## src/rtl/pi_link_pkg.sv

```systemverilog
`default_nettype none
// ============================================================================
//  Module      : pi_link_pkg
//  Description : Shared types and constants for the Raspberry Pi -> FPGA
//                parallel byte link receive path.
//                - FSM state encoding (IDLE / ACK / ERR)
//                - byte width, timeout counter width, default FIFO depth
//  Revision    : 1.0 - initial release
// ============================================================================
package pi_link_pkg;

    localparam int PI_LINK_BYTE_W     = 8;
    localparam int PI_LINK_TMO_W      = 16;
    localparam int PI_LINK_FIFO_DEPTH = 4;

    typedef enum logic [1:0] {
        ST_IDLE = 2'd0,
        ST_ACK  = 2'd1,
        ST_ERR  = 2'd2
    } pi_link_state_e;

endpackage : pi_link_pkg
`default_nettype wire

```

## src/rtl/pi_link_fifo.sv

```systemverilog
`default_nettype none
// ============================================================================
//  Module      : pi_link_fifo
//  Description : First-word fall-through FIFO. The head entry is presented on
//                pop_data whenever the FIFO is non-empty. Pointers wrap
//                modulo DEPTH (DEPTH must be a power of 2, >= 2).
//  Ports       : clk, reset       - clock, async active-high reset
//                push, push_data  - write request / data (ignored when full)
//                pop              - remove head entry (ignored when empty)
//                pop_data         - head entry (0 after reset)
//                full, empty      - occupancy flags
//                level            - occupancy count, 0..DEPTH
//  Revision    : 1.0 - initial release
// ============================================================================
module pi_link_fifo #(
    parameter  int DEPTH = 4,
    parameter  int WIDTH = 8,
    localparam int PTR_W = $clog2(DEPTH),
    localparam int LVL_W = $clog2(DEPTH) + 1
) (
    input  logic             clk,
    input  logic             reset,
    input  logic             push,
    input  logic [WIDTH-1:0] push_data,
    input  logic             pop,
    output logic [WIDTH-1:0] pop_data,
    output logic             full,
    output logic             empty,
    output logic [LVL_W-1:0] level
);

    logic [WIDTH-1:0] mem_q [DEPTH];
    logic [WIDTH-1:0] mem_d [DEPTH];
    logic [PTR_W-1:0] wr_ptr_q, wr_ptr_d;
    logic [PTR_W-1:0] rd_ptr_q, rd_ptr_d;
    logic [LVL_W-1:0] level_q, level_d;
    logic             do_push;
    logic             do_pop;

    assign full     = (level_q == LVL_W'(DEPTH));
    assign empty    = (level_q == '0);
    assign level    = level_q;
    assign pop_data = mem_q[rd_ptr_q];

    assign do_push = push && !full;
    assign do_pop  = pop  && !empty;

    always_comb begin
        mem_d    = mem_q;
        wr_ptr_d = wr_ptr_q;
        rd_ptr_d = rd_ptr_q;
        level_d  = level_q;

        if (do_push) begin
            mem_d[wr_ptr_q] = push_data;
            wr_ptr_d        = wr_ptr_q + 1'b1;
        end
        if (do_pop) begin
            rd_ptr_d = rd_ptr_q + 1'b1;
        end

        // Simultaneous push and pop leaves the level unchanged.
        case ({do_push, do_pop})
            2'b10:   level_d = level_q + 1'b1;
            2'b01:   level_d = level_q - 1'b1;
            default: level_d = level_q;
        endcase
    end

    always_ff @(posedge clk or posedge reset) begin
        if (reset) begin
            for (int i = 0; i < DEPTH; i++) begin
                mem_q[i] <= '0;
            end
            wr_ptr_q <= '0;
            rd_ptr_q <= '0;
            level_q  <= '0;
        end else begin
            mem_q    <= mem_d;
            wr_ptr_q <= wr_ptr_d;
            rd_ptr_q <= rd_ptr_d;
            level_q  <= level_d;
        end
    end

endmodule : pi_link_fifo
`default_nettype wire

```

## src/rtl/pi_link_rx_ctrl.sv

```systemverilog
`default_nettype none
// ============================================================================
//  Module      : pi_link_rx_ctrl
//  Description : Receive controller for the Raspberry Pi -> FPGA parallel
//                byte link. Runs a 4-phase request/acknowledge handshake,
//                captures one byte per handshake into a FWFT FIFO and
//                throttles the Pi by withholding acknowledge while full.
//  Ports       : clk, reset            - clock, async active-high reset
//                pi_hsk_raw            - Pi request (asynchronous)
//                pi_data[7:0]          - Pi data bus (sampled on accept)
//                fpga_hsk              - registered acknowledge to the Pi
//                rx_data, rx_valid     - FIFO head / not-empty
//                rx_ready              - consumer accepts head
//                fifo_level            - FIFO occupancy
//                timeout_err           - sticky abort flag
//                clear_err             - clears timeout_err
//  Options     : PI_LINK_TIMEOUT_EN - when defined, a transfer held in ACK
//                for TIMEOUT_CYCLES cycles is aborted into ERR and
//                timeout_err is set. Undefined: ACK waits indefinitely.
//  Revision    : 1.0 - initial release
// ============================================================================
module pi_link_rx_ctrl
    import pi_link_pkg::*;
#(
    parameter int FIFO_DEPTH     = PI_LINK_FIFO_DEPTH,
    parameter int TIMEOUT_CYCLES = 65535
) (
    input  logic                        clk,
    input  logic                        reset,
    input  logic                        pi_hsk_raw,
    input  logic [PI_LINK_BYTE_W-1:0]   pi_data,
    output logic                        fpga_hsk,
    output logic [PI_LINK_BYTE_W-1:0]   rx_data,
    output logic                        rx_valid,
    input  logic                        rx_ready,
    output logic [$clog2(FIFO_DEPTH):0] fifo_level,
    output logic                        timeout_err,
    input  logic                        clear_err
);

    // Terminal count: the ACK cycle in which the counter holds this value is
    // the TIMEOUT_CYCLES-th consecutive ACK cycle.
    localparam logic [PI_LINK_TMO_W-1:0] TMO_LAST = PI_LINK_TMO_W'(TIMEOUT_CYCLES - 1);

    // ------------------------------------------------------------------
    // Request synchronizer (2 flops). pi_data is deliberately not
    // synchronized: the Pi holds it stable for the whole request phase.
    // ------------------------------------------------------------------
    logic req_meta_q;
    logic req_s_q;

    always_ff @(posedge clk or posedge reset) begin
        if (reset) begin
            req_meta_q <= 1'b0;
            req_s_q    <= 1'b0;
        end else begin
            req_meta_q <= pi_hsk_raw;
            req_s_q    <= req_meta_q;
        end
    end

    // ------------------------------------------------------------------
    // FIFO
    // ------------------------------------------------------------------
    logic fifo_push;
    logic fifo_pop;
    logic fifo_full;
    logic fifo_empty;

    assign rx_valid = !fifo_empty;
    assign fifo_pop = rx_valid && rx_ready;

    pi_link_fifo #(
        .DEPTH (FIFO_DEPTH),
        .WIDTH (PI_LINK_BYTE_W)
    ) u_fifo (
        .clk       (clk),
        .reset     (reset),
        .push      (fifo_push),
        .push_data (pi_data),
        .pop       (fifo_pop),
        .pop_data  (rx_data),
        .full      (fifo_full),
        .empty     (fifo_empty),
        .level     (fifo_level)
    );

    // ------------------------------------------------------------------
    // Handshake FSM
    // ------------------------------------------------------------------
    pi_link_state_e state_q, state_d;
    logic           fpga_hsk_q, fpga_hsk_d;

`ifdef PI_LINK_TIMEOUT_EN
    logic [PI_LINK_TMO_W-1:0] tmo_cnt_q, tmo_cnt_d;
    logic                     tmo_set;
    logic                     timeout_err_q, timeout_err_d;
`endif

    always_comb begin
        state_d   = state_q;
        fifo_push = 1'b0;
`ifdef PI_LINK_TIMEOUT_EN
        tmo_cnt_d = tmo_cnt_q;
        tmo_set   = 1'b0;
`endif

        case (state_q)
            ST_IDLE: begin
                // Full FIFO: stay here without acking so the Pi stalls.
                // Fullness comes from the registered level, so a pop in
                // this same cycle only frees space for the next cycle.
                if (req_s_q && !fifo_full) begin
                    fifo_push = 1'b1;
                    state_d   = ST_ACK;
`ifdef PI_LINK_TIMEOUT_EN
                    tmo_cnt_d = '0;
`endif
                end
            end

            ST_ACK: begin
                if (!req_s_q) begin
                    state_d = ST_IDLE;
                end
`ifdef PI_LINK_TIMEOUT_EN
                else if (tmo_cnt_q == TMO_LAST) begin
                    state_d = ST_ERR;
                    tmo_set = 1'b1;
                end else begin
                    tmo_cnt_d = tmo_cnt_q + 1'b1;
                end
`endif
            end

`ifdef PI_LINK_TIMEOUT_EN
            ST_ERR: begin
                // Acknowledge already dropped; wait for the Pi to give up.
                if (!req_s_q) begin
                    state_d = ST_IDLE;
                end
            end
`endif

            default: state_d = ST_IDLE;
        endcase

        // Acknowledge is a dedicated flop so the Pi sees a glitch-free level.
        fpga_hsk_d = (state_d == ST_ACK);
    end

    always_ff @(posedge clk or posedge reset) begin
        if (reset) begin
            state_q    <= ST_IDLE;
            fpga_hsk_q <= 1'b0;
        end else begin
            state_q    <= state_d;
            fpga_hsk_q <= fpga_hsk_d;
        end
    end

    assign fpga_hsk = fpga_hsk_q;

    // ------------------------------------------------------------------
    // Timeout counter and sticky error flag
    // ------------------------------------------------------------------
`ifdef PI_LINK_TIMEOUT_EN
    always_comb begin
        timeout_err_d = timeout_err_q;
        if (clear_err) begin
            timeout_err_d = 1'b0;
        end
        // A new timeout in the same cycle as a clear wins.
        if (tmo_set) begin
            timeout_err_d = 1'b1;
        end
    end

    always_ff @(posedge clk or posedge reset) begin
        if (reset) begin
            tmo_cnt_q     <= '0;
            timeout_err_q <= 1'b0;
        end else begin
            tmo_cnt_q     <= tmo_cnt_d;
            timeout_err_q <= timeout_err_d;
        end
    end

    assign timeout_err = timeout_err_q;
`else
    logic [1:0] unused_cfg;
    assign unused_cfg  = {clear_err, TMO_LAST[0]};
    assign timeout_err = 1'b0;
`endif

endmodule : pi_link_rx_ctrl
`default_nettype wire

```

## config.mk

```make
export PLATFORM = sky130hd
export DESIGN_NAME = pi_link_rx_ctrl
export DESIGN_NICKNAME = d
export VERILOG_FILES = /design/src/rtl/pi_link_pkg.sv /design/src/rtl/pi_link_fifo.sv /design/src/rtl/pi_link_rx_ctrl.sv
export SDC_FILE = /design/constraint.sdc
export NUM_CORES = 1
export LEC_CHECK = 0
export ABC_AREA = 1
export CAP_MARGIN = 25
export CORE_ASPECT_RATIO = 1.4
export CORE_MARGIN = 2
export CORE_UTILIZATION = 50
export CTS_CLUSTER_SIZE = 14
export DETAILED_ROUTE_END_ITERATION = 8
export GPL_TIMING_DRIVEN = 0
export PLACE_DENSITY_LB_ADDON = 0.15
export SLEW_MARGIN = 5
export SYNTH_ARGS = -nofsm -noshare
export SYNTH_HDL_FRONTEND = slang
export SYNTH_SLANG_ARGS = --single-unit
```

## constraint.sdc

```tcl
create_clock -name clk -period 3.25 [get_ports clk]
set_input_delay 0.65 -clock clk [delete_from_list [all_inputs] [get_ports clk]]
set_output_delay 0.65 -clock clk [all_outputs]
set_load 0.01 [all_outputs]
```

---- Word-level counts from Yosys, hierarchy flattened ----
Cells that the tools add are included.
word-level totals
  register bits ........................... 44
  input port bits ......................... 13
  output and inout port bits .............. 14
  word-level logic and storage cells ...... 47
operators by class
  add/subtract/negate cells ............... 4
  bitwise logic cells ..................... 2
  reduce and logical (&&, ||, !) cells .... 10
  order comparisons ....................... 3
  mux-type cells .......................... 12
  equal/unequal tests ..................... 5
operators by type and width
  cell                                                         number
  bitwise mux 32 bit                                           1
  2-to-1 mux 8 bit                                             3
  binary-select mux 8 bit (select 2 bit)                       1
  demux 8 bit (select 2 bit)                                   1
  == test 2 x 1 -> 1 bit (second input constant)               3
  >= comparator 3 bit (second input constant)                  2
  NOT 2 -> 3 bit                                               2
  one-hot mux 3 bit (2 select lines)                           1
  logical AND 1 bit                                            5
  adder 2 x 1 -> 2 bit (second input constant)                 2
  2-to-1 mux 2 bit                                             2
  one-hot mux 2 bit (2 select lines)                           1
  adder 3 x 1 -> 3 bit (second input constant)                 1
  == test 3 bit (second input constant)                        1
  logical NOT 3 bit                                            1
  less-than comparator 3 x 1 -> 1 bit (second input constant)  1
  subtractor 3 x 1 -> 3 bit (second input constant)            1
  == test 2 bit (second input constant)                        1
  logical NOT 1 bit                                            2
  logical NOT 2 bit                                            1
  2-to-1 mux 1 bit                                             2
  nonzero test 2 bit                                           1

---- Depth between registers and ports, before layout ----
  depth in word-level cells ............... 8
  mapped depth ............................ 12

---- Cells and area by module ----
A second synthesis with hierarchy kept.
second synthesis, totals
  cell total of the unflattened synthesis .. 272
  area total of the unflattened synthesis .. 2225.9 um2
by module, submodules not included
  module           cells an instance  area an instance (um2)  seq. area each (um2)  instances
  pi_link_fifo     252                2035.7                  975.9                 1
  pi_link_rx_ctrl  20                 190.2                   125.1                 1

---- Least setup slack after synthesis ----
No wires, ideal clock.
  path kind ............................... reg2reg
  from .................................... register u_fifo.level_q[1], in the netlist u_fifo.level[1]
  to ...................................... register u_fifo.level_q[2], in the netlist u_fifo.level[2]
  cell stages (with the launch flop) ...... 11
  library setup time ...................... 123 ps
  data arrival time ....................... 1755 ps
  data required time ...................... 3127 ps
  buffers on the path ..................... 1
  path slack .............................. 1373 ps
  cells stage by stage .................... dfrtp_1 nor2_4 nand2_4 buf_8 nand2_1 ha_1 inv_1 fa_1 nand2_1 nand3_1 xor2_1
between the ends
  word-level cells in the longest chain between the ends .. 8
ends and longest elaborated chain
  what                                                                             RTL line                                    text
  start: declaration                                                               pi_link_fifo.sv:36                          logic [LVL_W-1:0] level_q, level_d;
  start signal: assignment                                                         pi_link_fifo.sv:82                          level_q <= level_d;
  == test 3 bit                                                                    pi_link_fifo.sv:40                          assign full = (level_q == LVL_W'(DEPTH));
  logical NOT 1 bit                                                                pi_link_fifo.sv:45, pi_link_rx_ctrl.sv:113
  logical AND 1 bit                                                                pi_link_rx_ctrl.sv:113                      if (req_s_q && !fifo_full) begin
  2-to-1 mux 1 bit                                                                 pi_link_rx_ctrl.sv:113
  2-to-1 mux 1 bit                                                                 pi_link_rx_ctrl.sv:108                      case (state_q)
  logical AND 1 bit                                                                pi_link_fifo.sv:45                          assign do_push = push && !full;
  == test 2 x 1 -> 1 bit / == test 2 bit (equally long branches)                   pi_link_fifo.sv:63                          case ({do_push, do_pop})
  one-hot mux 3 bit (2 select lines) / nonzero test 2 bit (equally long branches)  -
Several ways; a longest one is shown, not always the timed one.
A chain may end at the register's enable or synchronous reset.

---- Final worst setup path ----
  from .................................... register u_fifo.rd_ptr_q[1]
  to ...................................... output port rx_data[4]
between the ends
  word-level cells in the longest chain between the ends .. 4
ends and longest elaborated chain
  what                                                  RTL line               text
  start: declaration                                    pi_link_fifo.sv:35     logic [PTR_W-1:0] rd_ptr_q, rd_ptr_d;
  start signal: assignment                              pi_link_fifo.sv:81     rd_ptr_q <= rd_ptr_d;
  NOT 2 -> 3 bit (implied by the code)                  pi_link_fifo.sv:43     assign pop_data = mem_q[rd_ptr_q];
  binary-select mux 8 bit (select 2 bit)                pi_link_fifo.sv:43
  2-to-1 mux 8 bit (implied by the code) (2 in series)  pi_link_fifo.sv:43
  end: declaration                                      pi_link_rx_ctrl.sv:33  output logic [PI_LINK_BYTE_W-1:0] rx_data,
Every way passes these cells. The select of a mux whose other input is x is not followed.

==> impl_metrics.csv <==
group,metric,value,unit
die,die_width,59.9,um
finish,drive_gt1_frac,0.0993,
power,ir_worst_vdd,0.000496,V
clock_network,clk_pin_slew,0.07,ns
setup_path,path_max_fanout,10,
finish,multiInputGateArea,907,um2
finish,regArea,1100,um2
timing,fin_skew,0.00877,ns
logic_synthesis,synth_area_per_cell,8.82,um2
finish,n_antenna_cell,0,
power,p_leak,1.27,nW
placement,place_ws,0.887,ns
run_status,outcome,"complete, no violations",
clock_network,clk_latency,0.30,ns
finish,fillCellCount,385,
power,switching_share,0.407,
global_route,grt_max_degree,28,
logic_synthesis,ys_warn_count,0,
drt,vias_per_cell,5.71,
logic_synthesis,synth.area.mux_share,0,
logic_synthesis,synthSimpleGateAreaFrac,0.290,
logic_synthesis,synthDominantCellAreaShare,0.503,
timing,slew_violations,0,
die,fp.dieH,82.3,um
logic_synthesis,synth_fa_ha_area_frac,0.0377,
drt,vias,1866,
timing,finalSetupTns,0,ns
drt,drtPass1Iterations,4,
setup_path,critPathCaptureType,"output port",
logic_synthesis,synth-xor-area-share,0.0160,
global_route,grt_pass1_wl,8.86,mm
drt,drt_first_iter_violations,122,
die,start_util,0.521,
global_route,antenna_found_initial,0,
setup_path,critPathArrivalTime,2.05,ns
power,power_switching,0.00104,W
power,power.internal,0.00152,W
placement,numPortBuffers,24,
placement,gp_congestion,0.809,
global_route,global_route.usage.met2,0.382,
finish,layout_commonest_cell,"nand2_1",
drt,totalWireLength,5.12,mm
logic_synthesis,synth_seq_cells,44,
power,p_seq_frac,0.369,
power,power_density,987,nW/um2
logic_synthesis,synth_cell_type_count,26,
timing,rsz0062_at_grt,"false",
power,power_frac_comb,0.493,
logic_synthesis,synth_compound_area_frac,0.0675,
clock_network,cts_setup_buffers,0,
hold_path,hp-class,"flip-flop to flip-flop",
global_route,groute.usage.overall,0.242,
clock_network,ctsResizeCount,0,
clock_network,cts_inserted_buffers,5,
hold_path,holdPathStages,0,
drt,drcViolationCount,0,
timing,hold_violations,0,
logic_synthesis,synth_largest_area_cell,"dfrtp_1",
timing,worst_slack,0.545,ns
finish,syn2layout_area_growth,18.8,%
global_route,busiest_layer,"met2",
logic_synthesis,synth_cells,248,
timing,finalCritPeriodShare,0.832,
clock_network,cts_buffer_depth,2,
finish,fin_nets,300,
logic_synthesis,synth_area,2190,um2
timing,worst_pin_slew,0.539,ns
logic_synthesis,synth_top_family_by_area,"simple AND/OR/NAND/NOR gates",
finish,final_util,0.618,
setup_path,startpoint_type,"flip-flop",
clock_network,cts_tree,"done",
drt,detail-route-antenna-nets,0,
setup_path,path_class,"flip-flop to output port",
die,core,4200,um2
power,fin_total_pwr,0.00257,W
global_route,met1_usage,0.332,
clock_network,clock-sinks,44,
die,dieArea,4930,um2
global_route,first_global_vias,1845,
drt,wire_per_inst,15.7,um
global_route,grt_use_met3,0.0452,
timing,fin_crit,2.70,ns
die,ios,27,
setup_path,r2r_cells,10,
setup_path,required,2.60,ns
logic_synthesis,ys_seq_area_frac,0.503,
finish,final_cell_mix,"75 x nand2_1, 44 x dfrtp_1, 32 x nand4_1, 24 x clkdlybuf4s50_1, 17 x o21ai_0",
flow_run,maxCapViolCount,0,
clock_network,cts-root-buf,"clkbuf_8",
timing,setup_violations,0,
clock_network,hold_buffers,0,
logic_synthesis,synthTopCellsByArea,"dfrtp_1 50%, nand2_1 13%, nand4_1 9.1%, o21ai_0 3.9%, ha_1 2.9%",
timing,maxSlewHeadroom,0.641,
die,num_rows,28,
power,clkPwrFrac,0.138,
global_route,grt-ovfl-total,0,
timing,max_freq,370,MHz
placement,detailedPlacementHpwl,3.45,mm
clock_network,htree_levels,2,
[state kept, by name, indices dropped and copies added, names as in the netlist]
register / flops
fpga_hsk: 1
u_fifo.rd_ptr_q: 2
u_fifo.mem_q: 32
u_fifo.level: 3
req_meta_q: 1
req_s_q: 1
state_q: 2
u_fifo.wr_ptr_q: 2
[critical path: stages, from the launching register on]
cell,delay [ns]
dfrtp_1,0.39
clkbuf_1,0.25
inv_1,0.26
o21ai_0,0.15
o22ai_1,0.15
clkdlybuf4s50_1,0.57
[power groups by stage]
stage | Clock (W) | Combinational (W) | Sequential (W)
after detailed placement | 0 | 0.00126 | 0.000956
after global routing | 0.000375 | 0.00143 | 0.000976
after CTS | 0.000357 | 0.00127 | 0.000946
final | 0.000354 | 0.00126 | 0.000948
after global placement | 0 | 0.00125 | 0.000947
after floorplan | 0 | 0.000795 | 0.000934
[synthesized netlist by cell type]
cell	number
nand2_4	1
inv_2	1
conb_1	1
o21ai_1	1
dfrtp_1	44
nand2_1	75
buf_8	1
o21ai_0	17
fa_1	1
ha_1	5
nand3_4	1
nand3_2	1
o21bai_1	1
clkbuf_1	4
buf_6	4
o22ai_1	8
xor2_1	2
xnor2_1	2
buf_4	5
nor2_1	16
inv_1	14
buf_2	3
nand3_1	5
nor2_4	2
nand2_2	1
nand4_1	32
[logic make-up after synthesis]
kind of cell             after synthesis
adder cells (fa/ha/maj)                6
XOR/XNOR                               4
AND/OR/NAND/NOR                      134
flip-flops                            44
other                                  1
buffers and inverters                 32
AO/OA/AOI/OAI                         27
[metal layers]
layer,up-vias,wire [um]
met5,-,0
met4,0,82
li1,890,-
met2,67,2550
met3,11,299
met1,898,2190
[through the flow]
stage               cell area (um2)  instances  hold WS (ns)
floorplan                      2190        249         0.331
global route                   2600        327         0.372
detailed placement             2510        319         0.342
CTS                            2600        327         0.360
finish                         2600        327         0.356
global placement               2490        318         0.336
[area by class of cell]
cell class	count	area share
sequential	44	0.424
multi-input combinational	173	0.349
timing repair buffer	25	0.100
buffer	17	0.0491
clock buffer	8	0.0347
inverter	15	0.0217
tap	45	0.0217
[path summary, 6_finish.rpt]
kind,startpoint,slack (ns),to
worst max-delay path,u_fifo.rd_ptr_q[1],0.55,rx_data[4]
worst min-delay path,req_meta_q,0.36,req_s_q
worst max register to register,u_fifo.level[1],1.27,u_fifo.level[2]
worst min register to register,req_meta_q,0.36,req_s_q
max in group asynchronous,reset,2.11,u_fifo.mem_q[31]
min in group asynchronous,reset,0.65,u_fifo.mem_q[14]
Power figures use the tool's default switching activity.
==> RTL change 1: new RTL, same flow settings <==
The option `PI_LINK_TIMEOUT_EN` is turned on by a define.
--- a/src/rtl/pi_link_rx_ctrl.sv
+++ b/src/rtl/pi_link_rx_ctrl.sv
@@ -19,6 +19,8 @@
 //                timeout_err is set. Undefined: ACK waits indefinitely.
 //  Revision    : 1.0 - initial release
 // ============================================================================
+`define PI_LINK_TIMEOUT_EN
+
 module pi_link_rx_ctrl
     import pi_link_pkg::*;
 #(
Function: same outputs for any inputs over 10 cycles, from zero or initial values and one cycle with reset high; that may be too few to reach the edited logic, so the function may still have changed.
==> RTL change 1 against the unedited design <==
Fmax down 9.7%; synthesized area grew 40%; power is 20% higher; sequential cell count up 17; worst setup slack lost 290 ps; largest power group is now registers; critical path depth did not move; largest cell class unchanged; highest routed layer unchanged; routed wire length grew 31%; clock skew down 3.2 ps; critical path type unchanged; cell area increased by 40%.
==> RTL change 1: results (changes against the unedited design) <==
qor: critical_path.worstPathArrival 2350 ps [+300 ps]
qor: grt.grt.busiest_layer met2
qor: final_layout.register_containing_the_most_flip_flops_in_the_final_layout u_fifo.mem_q
qor: clock_tree.cts_root_buf sky130_fd_sc_hd__clkbuf_8
qor: power_and_ir_drop.vdd_ir_drop_max 0.323 mV [-35%]
qor: synth.post_synth_inst_count 371 [+50%]
qor: sta.worst_pin_slew 678 ps [+139 ps]
qor: synth.synthTopCellsByArea sky130_fd_sc_hd__dfrtp_1, sky130_fd_sc_hd__nand2_1, sky130_fd_sc_hd__o21ai_0
qor: clock_tree.cts_buffer_depth 2 [unchanged]
qor: final_layout.fill_cells 544 [+41%]
qor: synth.postSynth.topFlopCell sky130_fd_sc_hd__dfrtp_1
qor: grt.grt_first_pass_wirelength 11.8 mm [+33%]
qor: status.result_of_the_run complete, no violations
qor: critical_path.rrSetupSlack 1050 ps [-220 ps]
qor: detailed_routing.route.detailed.vias_per_inst 5.35 [-6.3%]
qor: synth.synth.yosys.seq_area_share 49.7% [-0.66 points]
qor: final_layout.num-nets-final 429 [+43%]
qor: synth.synth_nets 392
qor: final_layout.num_antenna_cells 0 [unchanged]
qor: detailed_routing.number_of_iterations_in_the_first_detailed_routing_pass 4 [unchanged]
qor: clock_tree.cts-resized-gates 0 [unchanged]
qor: grt.track_usage 22.1% [-2.1 points]
qor: detailed_routing.wl_per_cell 13.9 µm [-11%]
qor: placement.place.detailed.hpwl 4.89 mm [+42%]
qor: critical_path.path_max_fanout 10 [unchanged]
qor: synth.async_flop_share 100% [unchanged]
qor: final_layout.number_of_flip_flops_under_the_largest_register_name 32 [unchanged]
qor: placement.global_placement_routability_congestion 0.856 [+5.9%]
qor: final_layout.post_route_cells_drive_above_1_share 10.2% [+0.24 points]
qor: clock_tree.worstSkewPairLatency 340 ps [+40 ps]
qor: grt.use_met3 5.21% [+0.69 points]
qor: detailed_routing.drt_wl_total 6.73 mm [+31%]
qor: placement.post-place-cells 468 [+47%]
qor: grt.largest_net_degree_at_the_start_of_global_routing 32 [+14%]
qor: worst_hold_path.hold_path.class reg -> reg
qor: power_and_ir_drop.cellLeakagePower 0.00170 µW [+34%]
qor: grt.number_of_antenna_violations_at_the_first_check_in_global_routing 0 [unchanged]
qor: clock_tree.numCtsBuffers 9 [+4]
qor: clock_tree.cts.clk_slew.worst_paths 70 ps [about the same]
qor: clock_tree.h-tree-depth 3 [+1]
qor: placement.place.port_buffers 26 [+8.3%]
qor: grt.grt_pass1_vias 2621 [+42%]
qor: detailed_routing.first_iter_violations 119 [-2.5%]
qor: synth.yosys_warnings 0 [unchanged]
qor: grt.grtUsageMet1 24.6% [-8.6 points]
qor: synth.synthTopCellsByCount sky130_fd_sc_hd__nand2_1, sky130_fd_sc_hd__dfrtp_1, sky130_fd_sc_hd__o21ai_0
qor: grt.global_route.usage.met2 38.6% [+0.45 points]
qor: sta.finalClockSkew 5.61 ps [-3.16 ps]
qor: clock_tree.postCtsSetupBuffers 0 [unchanged]
qor: synth.yosys.cell_types.count 28 [+7.7%]
## RTL change 1: final cells by class
| cell class | count | area share (%) |
|---|---|---|
| buffer | 9 | 1.78 |
| clock buffer | 11 | 4.15 |
| clock inverter | 5 | 1.61 |
| inverter | 37 | 3.81 |
| multi-input combinational | 263 | 36.7 |
| sequential | 61 | 41.8 |
| tap | 70 | 2.40 |
| timing repair buffer | 27 | 7.68 |
## RTL change 1: logic make-up after synthesis
family / Yosys count / synth area share, %
adders and majority gates: 8 / 3.50
DFF: 61 / 49.7
buffers and inverters: 47 / 6.76
and+or+nand+nor: 166 / 23.0
AOI/OAI and AO/OA: 77 / 13.7
xor gates and xnor gates: 12 / 3.42
## RTL change 1: worst paths after layout
path	start	depth (start not counted)	end
setup / recovery	u_fifo.rd_ptr_q[0]$_DFFE_PP0P_	5	rx_data[0]
hold / removal	req_meta_q$_DFF_PP0_	0	req_s_q$_DFF_PP0_
setup reg to reg	u_fifo.level[0]$_DFFE_PP0P_	11	u_fifo.level[2]$_DFFE_PP0P_
hold reg to reg	req_meta_q$_DFF_PP0_	0	req_s_q$_DFF_PP0_
max in group asynchronous	reset	3	u_fifo.mem_q[15]$_DFFE_PP0P_
min in group asynchronous	reset	2	u_fifo.mem_q[19]$_DFFE_PP0P_
## RTL change 1: routing by layer
| metal | vias up | wire length [µm] |
|---|---|---|
| met5 | - | 0 |
| met4 | 0 | 120 |
| met3 | 11 | 227 |
| met2 | 52 | 3620 |
| met1 | 1248 | 2750 |
| li1 | 1271 | - |
## RTL change 1: per-stage QoR
| stage | total power [µW] | cell area [µm²] | util, % | hold slack [ps] | setup slack [ps] |
|---|---|---|---|---|---|
| after floorplan | 1920 | 3070 | - | 331 | 1090 |
| after global placement | 2370 | 3420 | 58.0 | 336 | -16.5 |
| after detailed placement | 2400 | 3440 | 58.3 | 342 | 511 |
| after CTS | 3110 | 3650 | 61.9 | 357 | 129 |
| after global routing | 3310 | 3650 | 61.8 | 360 | 149 |
| final | 3080 | 3650 | 61.8 | 355 | 254 |
## RTL change 1: worst max-delay path: stages (launching register included)
cell and delay [ps]:
sky130_fd_sc_hd__dfrtp_1 320, sky130_fd_sc_hd__clkbuf_1 350, sky130_fd_sc_hd__clkbuf_1 480, sky130_fd_sc_hd__nor2_1 110, sky130_fd_sc_hd__o22ai_1 190, sky130_fd_sc_hd__clkdlybuf4s50_1 570
## RTL change 1: where the power goes
part	internal, µW	leakage [µW]	switching, µW
clock network	396	0.000102	308
registers	1030	0.000769	168
logic	531	0.000831	650
==> RTL change 2: new RTL, config.mk and constraints unchanged <==
Without the edit above. Encoding of `pi_link_state_e`: now one-hot (3 bits for 3 states).
--- a/src/rtl/pi_link_pkg.sv
+++ b/src/rtl/pi_link_pkg.sv
@@ -13,10 +13,10 @@
     localparam int PI_LINK_TMO_W      = 16;
     localparam int PI_LINK_FIFO_DEPTH = 4;
 
-    typedef enum logic [1:0] {
-        ST_IDLE = 2'd0,
-        ST_ACK  = 2'd1,
-        ST_ERR  = 2'd2
+    typedef enum logic [2:0] {
+        ST_IDLE = 3'b001,
+        ST_ACK  = 3'b010,
+        ST_ERR  = 3'b100
     } pi_link_state_e;
 
 endpackage : pi_link_pkg
Behaviour: same outputs for any inputs over 10 cycles, from zero or initial values and one cycle with reset high; not proved beyond that.
==> RTL change 2 against the unedited design <==
Routed wire length increased by 3.6%; cell area shrank 1.4%; worst setup slack worse by 67 ps; die area down 1.6%; sequential cell count is 1 higher; power shrank 2.3%; synthesized area fell by 1.7%; via count decreased by 1.8%; critical path type unchanged; largest cell class unchanged; largest power group unchanged.
==> RTL change 2: results (changes against the unedited design) <==
qor: final_layout.register_containing_the_most_flip_flops_in_the_final_layout u_fifo.mem_q
qor: detailed_routing.number_of_iterations_in_the_first_detailed_routing_pass 4 [unchanged]
qor: synth.yosys_warnings 0 [unchanged]
qor: placement.global_placement_routability_congestion 0.827 [+2.2%]
qor: detailed_routing.route.detailed.vias_per_inst 5.55 [-2.7%]
qor: critical_path.cpLargestDelayFamily buffers and inverters
qor: clock_tree.cts_buffer_depth 2 [unchanged]
qor: grt.number_of_antenna_violations_at_the_first_check_in_global_routing 0 [unchanged]
qor: detailed_routing.drt_wl_total 5.31 mm [+3.6%]
qor: status.result_of_the_run complete, no violations
qor: synth.synthTopCellsByArea sky130_fd_sc_hd__dfrtp_1, sky130_fd_sc_hd__nand2_1, sky130_fd_sc_hd__nand4_1
qor: power_and_ir_drop.cellLeakagePower 0.00124 µW [-2.3%]
qor: clock_tree.numCtsBuffers 5 [unchanged]
qor: final_layout.number_of_flip_flops_under_the_largest_register_name 32 [unchanged]
qor: power_and_ir_drop.vdd_ir_drop_max 0.452 mV [-8.7%]
qor: clock_tree.postCtsSetupBuffers 0 [unchanged]
qor: critical_path.slowest_stage sky130_fd_sc_hd__clkdlybuf4s50_1
qor: sta.maxSlewHeadroom 65.1% [+1.0 points]
qor: final_layout.num_antenna_cells 0 [unchanged]
qor: grt.grt_first_pass_wirelength 8.98 mm [+1.3%]
qor: clock_tree.cts-resized-gates 0 [unchanged]
qor: final_layout.post_route_cells_drive_above_1_share 8.77% [-1.2 points]
qor: clock_tree.cts_root_buf sky130_fd_sc_hd__clkbuf_8
qor: synth.post_synth_inst_count 251 [+1.2%]
qor: grt.track_usage 25.0% [+0.80 points]
qor: placement.place.port_buffers 24 [unchanged]
qor: synth.synth.yosys.seq_area_share 52.4% [+2.1 points]
qor: detailed_routing.first_iter_violations 116 [-4.9%]
qor: synth.async_flop_share 100% [unchanged]
qor: synth.postSynth.topFlopCell sky130_fd_sc_hd__dfrtp_1
qor: clock_tree.cts.clk_slew.worst_paths 80 ps
qor: critical_path.worst_path_largest_cell_delay 570 ps [about the same]
qor: detailed_routing.vias 1832 [-1.8%]
qor: grt.largest_net_degree_at_the_start_of_global_routing 34 [+21%]
qor: placement.place.detailed.hpwl 3.55 mm [+3.1%]
qor: placement.post-place-cells 322 [+0.94%]
qor: synth.synthTopCellsByCount sky130_fd_sc_hd__nand2_1, sky130_fd_sc_hd__dfrtp_1, sky130_fd_sc_hd__nand4_1
qor: placement.postPlaceCellArea 0.00247 mm² [-1.4%]
qor: clock_tree.h-tree-depth 2 [unchanged]
qor: critical_path.path_max_fanout 10 [unchanged]
qor: critical_path.worstPathArrival 2120 ps [+70 ps]
qor: final_layout.num-nets-final 303 [+1.0%]
qor: worst_hold_path.hold_path.class reg -> reg
qor: final_layout.fill_cells 391 [+1.6%]
qor: synth.yosys.cell_types.count 23 [-12%]
qor: clock_tree.worstSkewPairLatency 300 ps [about the same]
qor: sta.finalClockSkew 10.5 ps [+1.68 ps]
-- RTL change 2: cell types whose count changed in the layout (fill, tap and decap cells not counted), moves of 2 or more --
| cell | before | now |
|---|---|---|
| sky130_fd_sc_hd__nand4_1 | 32 | 36 |
| sky130_fd_sc_hd__nor2_1 | 16 | 19 |
| sky130_fd_sc_hd__nand3_1 | 5 | 3 |
| sky130_fd_sc_hd__o21ai_0 | 17 | 19 |
| sky130_fd_sc_hd__buf_2 | 3 | 6 |
| sky130_fd_sc_hd__buf_6 | 4 | 0 |
| sky130_fd_sc_hd__nand2_1 | 75 | 77 |
-- RTL change 2: metal layers --
layer | routed length, µm | part of all wire, % | track usage [%] | vias to the layer above
li1 | - | - | - | 904
met4 | 77 | 1.5 | 10.9 | 0
met1 | 2210 | 42 | 34.2 | 864
met2 | 2730 | 52 | 39.0 | 55
met3 | 283 | 5.3 | 3.78 | 9
met5 | 0 | 0 | 0 | -
-- RTL change 2: area by class of cell --
type	instances	area [µm²]	share of cell area, %
sequential	45	1130	44.0
multi-input combinational	178	897	35.0
timing repair buffer	25	260	10.2
clock buffer	8	90.1	3.52
buffer	14	75.1	2.93
inverter	15	56.3	2.20
tap	45	56.3	2.20
-- RTL change 2: final timing paths --
check                                               start                      endpoint  slack, ps  cells past startpoint
max reg2reg                   u_fifo.level[0]$_DFFE_PP0P_   u_fifo.level[2]$_DFFE_PP0P_       1080                     11
min reg2reg                          req_meta_q$_DFF_PP0_             req_s_q$_DFF_PP0_        350                      0
max in group asynchronous                           reset          state_q[0]$_DFF_PP1_       2110                      3
min in group asynchronous                           reset  u_fifo.mem_q[29]$_DFFE_PP0P_        610                      2
min                                  req_meta_q$_DFF_PP0_             req_s_q$_DFF_PP0_        350                      0
max                        u_fifo.rd_ptr_q[0]$_DFFE_PP0P_                    rx_data[0]        480                      6
-- RTL change 2: kinds of logic (layout without fill, tap and decap cells) --
logic type | after synthesis | after routing | share of synthesized area, %
xor gates and xnor gates | 3 | 3 | 1.22
adders and majority gates | 6 | 6 | 3.84
other | 1 | 2 | 0.174
DFF | 45 | 45 | 52.4
AOI/OAI and AO/OA | 28 | 28 | 6.98
buffers and inverters | 29 | 62 | 6.10
and+or+nand+nor | 139 | 139 | 29.3
-- RTL change 2: where the power goes --
part | switching [µW] | internal [µW] | leakage (µW) | total (µW)
clock network | 179 | 174 | 0.0000455 | 352
logic | 686 | 496 | 0.000663 | 1180
registers | 156 | 817 | 0.000536 | 973
-- RTL change 2: through the flow --
step	hold WS (ps)	setup slack, ps
finish	355	478
global route	363	400
CTS	358	477
detailed placement	340	772
global placement	333	619
floorplan	331	1230
